`config.mk`:
```
export PLATFORM = sky130hd
export DESIGN_NAME = piso_serializer
export DESIGN_NICKNAME = d
export VERILOG_FILES = /design/src/rtl/piso_serializer.sv
export SDC_FILE = /design/constraint.sdc
export NUM_CORES = 1
export LEC_CHECK = 0
export ABC_AREA = 1
export CORE_ASPECT_RATIO = 0.9
export CORE_UTILIZATION = 25
export CTS_BUF_LIST = sky130_fd_sc_hd__clkbuf_4 sky130_fd_sc_hd__clkbuf_8
export DETAILED_ROUTE_END_ITERATION = 16
export GPL_TIMING_DRIVEN = 0
export PLACE_DENSITY = 0.6
export SLEW_MARGIN = 20
export SYNTH_ARGS = -nofsm -noshare
export SYNTH_HDL_FRONTEND = slang
export SYNTH_SLANG_ARGS = --single-unit
export TNS_END_PERCENT = 20
```
`constraint.sdc`:
```
create_clock -name clk -period 2.3 [get_ports clk]
set_input_delay 0.345 -clock clk [delete_from_list [all_inputs] [get_ports clk]]
set_output_delay 0.345 -clock clk [all_outputs]
set_load 0.01 [all_outputs]
```
`src/rtl/piso_serializer.sv`:
```
// Parallel-in/serial-out shifter: captures a WIDTH-bit word on start/ready and
// streams it one bit per clock with bit_valid, bit_idx and a last-bit done pulse.

module piso_dff_cell (
  input  logic clk,
  input  logic rst,
  input  logic load,
  input  logic shift,
  input  logic load_d,
  input  logic shift_d,
  output logic q
);

  always_ff @(posedge clk or posedge rst) begin
    if (rst)        q <= 1'b0;
    else if (load)  q <= load_d;
    else if (shift) q <= shift_d;
  end

endmodule

module piso_serializer #(
  parameter int WIDTH     = 8,
  parameter bit MSB_FIRST = 1'b1
) (
  input  logic                     clk,
  input  logic                     rst,
  input  logic                     start,
  input  logic [WIDTH-1:0]         din,
  output logic                     ready,
  output logic                     busy,
  output logic                     serial_out,
  output logic                     bit_valid,
  output logic [$clog2(WIDTH)-1:0] bit_idx,
  output logic                     done
);

  localparam int IW = $clog2(WIDTH);
  localparam logic [IW-1:0] LAST = IW'(WIDTH - 1);

  typedef enum logic {IDLE, SHIFT} state_t;

  state_t           state, state_n;
  logic [WIDTH-1:0] sr, load_vec, shift_vec;
  logic             load, shift, first_bit, head, last;
  logic             ready_n, valid_n, serial_n, done_n;
  logic [IW-1:0]    idx_n;

  // The first bit leaves on the accepting edge, so the chain is loaded with
  // din already advanced by one position; it drains to all-zero by the last bit.
  for (genvar i = 0; i < WIDTH; i++) begin : g_lane
    if (MSB_FIRST) begin : g_msb
      if (i == 0) begin : g_end
        assign load_vec[i]  = 1'b0;
        assign shift_vec[i] = 1'b0;
      end else begin : g_mid
        assign load_vec[i]  = din[i-1];
        assign shift_vec[i] = sr[i-1];
      end
    end else begin : g_lsb
      if (i == WIDTH - 1) begin : g_end
        assign load_vec[i]  = 1'b0;
        assign shift_vec[i] = 1'b0;
      end else begin : g_mid
        assign load_vec[i]  = din[i+1];
        assign shift_vec[i] = sr[i+1];
      end
    end

    piso_dff_cell u_cell (
      .clk     (clk),
      .rst     (rst),
      .load    (load),
      .shift   (shift),
      .load_d  (load_vec[i]),
      .shift_d (shift_vec[i]),
      .q       (sr[i])
    );
  end

  assign first_bit = MSB_FIRST ? din[WIDTH-1] : din[0];
  assign head      = MSB_FIRST ? sr[WIDTH-1]  : sr[0];
  assign last      = (bit_idx == LAST);
  assign busy      = ~ready;

  always_ff @(posedge clk or posedge rst) begin
    if (rst) begin
      state      <= IDLE;
      ready      <= 1'b1;
      serial_out <= 1'b0;
      bit_valid  <= 1'b0;
      bit_idx    <= '0;
      done       <= 1'b0;
    end else begin
      state      <= state_n;
      ready      <= ready_n;
      serial_out <= serial_n;
      bit_valid  <= valid_n;
      bit_idx    <= idx_n;
      done       <= done_n;
    end
  end

  always_comb begin
    state_n = state;
    case (state)
      IDLE:    if (start) state_n = SHIFT;
      SHIFT:   if (last)  state_n = IDLE;
      default: state_n = IDLE;
    endcase
  end

  // Next-cycle output values; start is not consulted while shifting.
  always_comb begin
    load     = 1'b0;
    shift    = 1'b0;
    ready_n  = 1'b1;
    valid_n  = 1'b0;
    serial_n = 1'b0;
    idx_n    = '0;
    done_n   = 1'b0;
    case (state)
      IDLE: begin
        if (start) begin
          load     = 1'b1;
          ready_n  = 1'b0;
          valid_n  = 1'b1;
          serial_n = first_bit;
        end
      end
      SHIFT: begin
        if (!last) begin
          shift    = 1'b1;
          ready_n  = 1'b0;
          valid_n  = 1'b1;
          serial_n = head;
          idx_n    = bit_idx + 1'b1;
          done_n   = (idx_n == LAST);
        end
      end
      default: ;
    endcase
  end

endmodule

```
# Word-level counts from Yosys, hierarchy flattened

Index checks and enable logic that the tools add are counted.

$add $sub $neg: 1
Bitwise logic cells: 2
Mux-type cells: 31
Equal/unequal tests: 2
Reductions and logical operators: 1

Operator list:

| kind                | count |
|---|---|
| $mux 1              | 26 |
| $eq 3x3->1 const B  | 2 |
| $mux 3              | 2 |
| $pmux 1 s2          | 3 |
| $add 3x1->3 const B | 1 |
| $not 1->1           | 2 |
| $reduce_bool 2->1   | 1 |

Output and inout port bits: 8
Bits in registers: 15
Logic and storage cells: 50

# Depth between registers and ports, before layout

Gate-level depths: netlist of the first run.

Word-level depth: 5
Depth in mapped cells: 7
Gate-level depth less buffers: 7

# Modules after synthesis

A second synthesis of the first run with hierarchy kept.

Cell total of the unflattened synthesis: 119
Area, all modules: 809.5 um2

By module, submodules not included:

| module          | seq. area each (um2) | instances | area an instance (um2) | cells an instance |
|---|---|---|---|---|
| piso_dff_cell   | 25.0                 | 8         | 63.8                   | 11 |
| piso_serializer | 176.4                | 1         | 299.0                  | 31 |

# Worst setup path after synthesis of the first run

Ideal clock, no wire load.

Kind: register -> register
From: register bit_idx[0]
To: register g_lane[2].u_cell.q
Slack: 1014 ps
Stages on the path, launching flop included: 8
Setup time: 69 ps
Buffers on the path: 0
Clock period less this slack: 1286 ps
Data arrival time: 1218 ps
Required time: 2231 ps
Cell sequence: dfrtp_1 ha_1 ha_1 inv_1 nand2_2 inv_2 nand2_1 nand3_1

Cells in the longest elaborated chain, start to end: 4

RTL lines:

| what                        | RTL line | text |
|---|---|---|
| start, declared             | 34       | `output logic [$clog2(WIDTH)-1:0] bit_idx,` |
| start signal, assigned      | 99       | `bit_idx <= idx_n;` |
| $eq 3x3->1                  | 83       | `assign last = (bit_idx == LAST);` |
| $mux 1                      | 132      | `if (!last) begin` |
| $mux 1                      | 122      | `case (state)` |
| $reduce_bool 2->1 (no line) | --       |  |
| end signal, assigned        | 16       | `else if (load) q <= load_d;` |
| end signal, assigned        | 17       | `else if (shift) q <= shift_d;` |
| end, declared               | 11       | `output logic q` |

Every way passes these cells.
A chain may end at the register's enable or synchronous reset.

# Final worst setup path of the first run

From: register ready
To: output ready

RTL lines:

| what                   | RTL line | text |
|---|---|---|
| start, declared        | 30       | `output logic ready,` |
| start signal, assigned | 96       | `ready <= ready_n;` |

No word-level cell between the ends.

==> results of run 1 <==
cell usage in the layout (no fill, tap or decap), drive strengths merged:
cell type and n:
inv 11, clkbuf 4, dfstp 1, nand3 12
clkdlybuf4s50 18, nand2 23, ha 3, nor2 4
o21ai 1, dfrtp 13
flip-flops by register name, summed over array words and instances (netlist names):
register         count
serial_out           1
state                1
bit_idx              3
g_lane.u_cell.q      7
ready                1
done                 1
final cells by class:
type / count / area share (%)
multi-input combinational: 43 / 25.91
timing repair buffer: 18 / 20.96
inverter: 11 / 4.803
clock buffer: 4 / 3.493
tap: 27 / 3.930
sequential: 14 / 40.90
where the power goes:
group	switching, mW	internal, mW	total, mW
combinational	0.201	0.192	0.393
clock	0.0717	0.0789	0.151
sequential	0.0628	0.350	0.412
routing by layer:
metal	up-vias	part of all wire [%]
li1	255	-
met1	208	48
met2	13	45
met3	0	6.9
met4	0	0
met5	-	0
logic make-up after synthesis:
kind of cell	count (synthesis)
compound gates	1
fa+ha+maj	3
buf+inv	11
flops	14
simple gates	39
Yosys cell counts:
cell	number
dfstp_2	1
dfrtp_1	13
nand3_1	12
inv_1	10
nand2_4	1
nand2_2	2
nor2_2	1
ha_1	3
inv_2	1
nor2_1	3
o21ai_2	1
nand2_1	20
stage by stage:
step | cells | area [µm²] | util, %
6_report | 117 | 859.6 | 38.34
5_1_grt | 117 | 859.6 | 38.34
4_1_cts | 117 | 859.6 | 38.34
3_5_place_dp | 113 | 829.5 | 37.00
3_3_place_gp | 113 | 829.5 | 37.00
2_1_floorplan | 68 | 615.6 | -
how the worst min path moves through the flow:
stage	startpoint	to	slack, ps	cells after the start
3_5_place_dp	g_lane[7].u_cell.q	serial_out	470	2
6_report	rst	g_lane[4].u_cell.q	400	2
3_3_place_gp	g_lane[7].u_cell.q	serial_out	470	2
2_1_floorplan	rst	bit_idx[0]	230	1
4_1_cts	rst	g_lane[4].u_cell.q	410	2
5_1_grt	rst	g_lane[4].u_cell.q	430	2
==> impl_metrics.ini, run 1 <==
[timing]
slew_headroom_pct = 65.37
finalClockSkew_ps = 9.408
drv_slew = 0
fmax_mhz = 601.5
setup_viol = 0
post-route-period-util_pct = 72.29
layout_min_cycle_time_ps = 1663
rsz0062_at_grt = false
whs_ps = 398.0
fin_ws_ps = 637.4
worstMarginPinSlew_ps = 518.9
final.setup.tns_ps = 0
hold_viol = 0

[run]
drv_cap = 0

[routing]
first_iter_violations = 11
drcViolationCount = 0
firstDrtPassIters = 2
dr_total_vias = 476
routed_wl_um = 1107
drtAntennaViolNets = 0
wl_per_cell_um = 9.462
via_per_inst = 4.068

[layout]
ff_latch_area_um2 = 351.6
fill_cells = 255
diodes = 0
nNetsFinal = 105
multi_input_area_um2 = 222.7
drive_gt1_share_pct = 12.22
syn_to_final_growth_pct = 39.63

[logic_synthesis]
synth_mux_area_share_pct = 0
yosysSeqAreaShare_pct = 57.11
synth.largest_area_cell = dfrtp_1
ys.warnings.count = 0
ys_ff_latch = 14
synth_top_family_by_area = simple AND/OR/NAND/NOR gates
synth_compound_area_share_pct = 1.423
synth_xor_area_share_pct = 0
synthSimpleGateAreaFrac_pct = 28.66
synth_fa_ha_area_share_pct = 6.098
synthDominantCellAreaShare_pct = 52.85
syn-cell-area_um2 = 615.6
synth_area_leaders = dfrtp_1 53%, nand2_1 12%, nand3_1 9.8%
synth_cells = 68
netlist-cell-type-count = 12
syn_nets = 82
avgSynthCellArea_um2 = 9.053

[critical_path]
crit_chain = clkdlybuf4s50_1
critical_path_depth = 1
critPathKind = reg -> out
worst_r2r_path_depth = 7
crit_end = ready
cp_num_buf_inv = 1
critPathSlowestCell = dfstp_2
rr_startpoint = bit_idx[0]
crit_path_max_fanout = 2
worstSetupEndpointType = primary output
reg2reg_slack_ps = 920
crit-reg2reg-capture = g_lane[3].u_cell.q
crit_path_start_kind = register
worstPathRequired_ps = 1960
crit_start = ready
cp_data_arrival_time_ps = 1320
path_delay_family = flip-flops
slowest_delay_ps = 530

[floorplan]
initial_utilization_pct = 27.46
num_rows = 16
die_y_um = 49.08
core_area_mm2 = 0.002242
ios = 19
dieArea_mm2 = 0.002665
fp.dieW_um = 54.31

[grt]
grt_pass1_wl_um = 1925
overflow = 0
use_met1_pct = 12.77
met2_usage_pct = 15.04
met3_usage_pct = 5.607
grtUsageTotal_pct = 10.01
grt_pass1_vias = 456
antenna_found_initial = 0
grt_max_degree = 15
top_usage_layer = met2

[power]
p_total_uw = 956.3
power_leakage_nw = 0.4360
power_density_mw_per_mm2 = 1113
ir_worst_vdd_mv = 0.5653

[cts]
htree_levels = 1
clockRootBuffer = clkbuf_4
cts_sinks = 14
clkLatencyLatePin_ps = 270
clk_pin_slew_ps = 80
cts_buffers = 3
post_cts_buffers = 0
cts_resized = 0
hold_buffers = 0
cts_tree = done
max-clock-path-buffers = 2

[placed_design]
port_buffers = 18
place_ws_ps = 749.4
gp_congestion = 0.7349
dpl.hpwl_um = 833.1

[outcome]
status = finished, final reports clean

[min_path]
hp-class = in -> async
No activity file was read; power rests on OpenSTA's default activity.
==> run 2, diff against run 1 <==
PLACE_DENSITY = 0.62   (was 0.6)
clock period = 1.49 ns   (was 2.3 ns; I/O delays follow)
==> run 2 against run 1 <==
Routed wire length is 0.36% higher. Combinational power is 59% higher. Register-to-register slack worse by 790 ps. Final area increased by 3.8%. Non-clock buffer count increased by 2. Critical path type unchanged. First-iteration DRC count decreased by 55%. Highest routed layer is now met4. Clock skew decreased by 2.4 ps. Die area unchanged. Clock-buffer cell count is the same. Sequential share of layout area shrank 1.4 points. Power up 60%. Core utilization rose by 1.5 points.
==> impl_metrics.ini, run 2 (synthesis gave the netlist of run 1 again) <==
[layout]
drive_gt1_share_pct = 15.22
final_common_cell = nand2_1
fill_cells = 247
nNetsFinal = 107
most-common-layout-cells = 20 x nand2_1, 13 x clkdlybuf4s50_1, 12 x nand3_1, 12 x dfrtp_1, 10 x inv_1
max_flop_register = g_lane.u_cell.q
largest_reg_flops = 7
syn_to_final_growth_pct = 44.92
top_regs = g_lane.u_cell.q (7), bit_idx (3)
diodes = 0
design_area_um2 = 892.1

[floorplan]
ios = 19
num_rows = 16
core_area_mm2 = 0.002242
die_y_um = 49.08
fp.dieW_um = 54.31
dieArea_mm2 = 0.002665
initial_utilization_pct = 27.46

[cts]
clockRootBuffer = clkbuf_4
hold_buffers = 0
max-clock-path-buffers = 2
clk_pin_slew_ps = 90
htree_levels = 1
clkLatencyLatePin_ps = 290
cts_sinks = 14
cts_buffers = 3
cts_tree = done

[timing]
hold_viol = 0
setup_viol = 0
final.setup.tns_ps = 0
slew_headroom_pct = 64.36
fmax_mhz = 713.9
finalClockSkew_ps = 6.995
post-route-period-util_pct = 94.01
fin_ws_ps = 89.28
whs_ps = 263.7
drv_slew = 0
worstMarginPinSlew_ps = 534.1
rsz0062_at_grt = true
layout_min_cycle_time_ps = 1401

[critical_path]
worstPathRequired_ps = 1270
critPathKind = reg -> out
crit_path_start_kind = register
crit_path_max_fanout = 2
cp_num_buf_inv = 1
rr_startpoint = bit_idx[0]
crit_chain = clkdlybuf4s50_1
cp_data_arrival_time_ps = 1180
slowest_delay_ps = 530
worstSetupEndpointType = primary output
crit-reg2reg-capture = g_lane[3].u_cell.q
worst_r2r_path_depth = 7
path_delay_family = buffers and inverters
reg2reg_slack_ps = 130
critPathSlowestCell = clkdlybuf4s50_1

[grt]
antenna_found_initial = 0
grt_max_degree = 15
grt_pass1_vias = 451
grtUsageTotal_pct = 10.25
grt_pass1_wl_um = 1890
overflow = 0

[routing]
wl_per_cell_um = 9.336
drtAntennaViolNets = 0
dr_total_vias = 497
routed_wl_um = 1111
via_per_inst = 4.176
firstDrtPassIters = 4
first_iter_violations = 5
drcViolationCount = 0

[power]
power_density_mw_per_mm2 = 1720
p_total_mw = 1.534
ir_worst_vdd_mv = 0.8383
power_leakage_nw = 0.4770

[min_path]
hp-class = in -> async

[placed_design]
place_area_um2 = 829.5
port_buffers = 18
gp_congestion = 0.7733
dpl.hpwl_um = 822.9
place_ws_ps = 54.88

[run]
drv_cap = 0

[outcome]
status = finished, final reports clean
run 2: cell types whose count changed in the layout (fill, tap and decap cells not counted), sizes merged:
| cell | previous run | this run |
|---|---|---|
| clkdlybuf4s50 | 18 | 13 |
| buf | 0 | 2 |
| dlygate4sd2 | 0 | 2 |
| dlymetal6s2s | 0 | 3 |
run 2: power by group:
group          switching [mW]  total (mW)  internal [mW]
Clock                   0.133       0.282          0.149
Sequential             0.0867       0.628          0.541
Combinational           0.322       0.624          0.302
run 2: per-stage QoR:
step	util (%)	std cells
6_report	39.79	119
5_1_grt	39.79	119
4_1_cts	38.56	117
3_5_place_dp	37.00	113
3_3_place_gp	37.00	113
2_1_floorplan	-	68
run 2: area by class of cell:
cell class | count | area (µm²) | share of cell area [%]
Inverter | 11 | 41.29 | 4.628
Multi-Input combinational cell | 43 | 227.7 | 25.53
Tap cell | 27 | 33.78 | 3.787
Sequential cell | 14 | 352.8 | 39.55
Clock buffer | 4 | 36.28 | 4.067
Timing Repair Buffer | 20 | 200.2 | 22.44
run 2: how the worst max path moves through the flow:
stage,from,slack [ps],endpoint,cells after the start
after floorplan,bit_idx[0],200,g_lane[2].u_cell.q,7
after global placement,start,80,g_lane[5].u_cell.q,6
after detailed placement,start,50,g_lane[5].u_cell.q,6
after CTS,state,-10,bit_valid,1
after global routing,bit_idx[0],-2,g_lane[4].u_cell.q,7
final,bit_idx[2],90,bit_idx[2],1
run 2: per-layer routing:
metal | track usage (%) | routed length [µm] | up-vias
li1 | - | - | 256
met1 | 12.52 | 508 | 225
met2 | 14.84 | 512 | 14
met3 | 6.542 | 80 | 2
met4 | 2.564 | 10 | 0
met5 | 0 | 0 | -
run 2: timing repair:
action | 4_1_cts | 5_1_grt
endpoints found under the hold margin | 0 | 0
resized for setup | 3 | 4
setup endpoints to repair | 3 | 9
buffers inserted | 0 | 2
==> run 3, diff against run 2 <==
SLEW_MARGIN = unset   (was 20)
TNS_END_PERCENT = 30   (was 20)
==> results of run 3 <==
No change in the layout: final DEF, timing and power equal those of run 2.
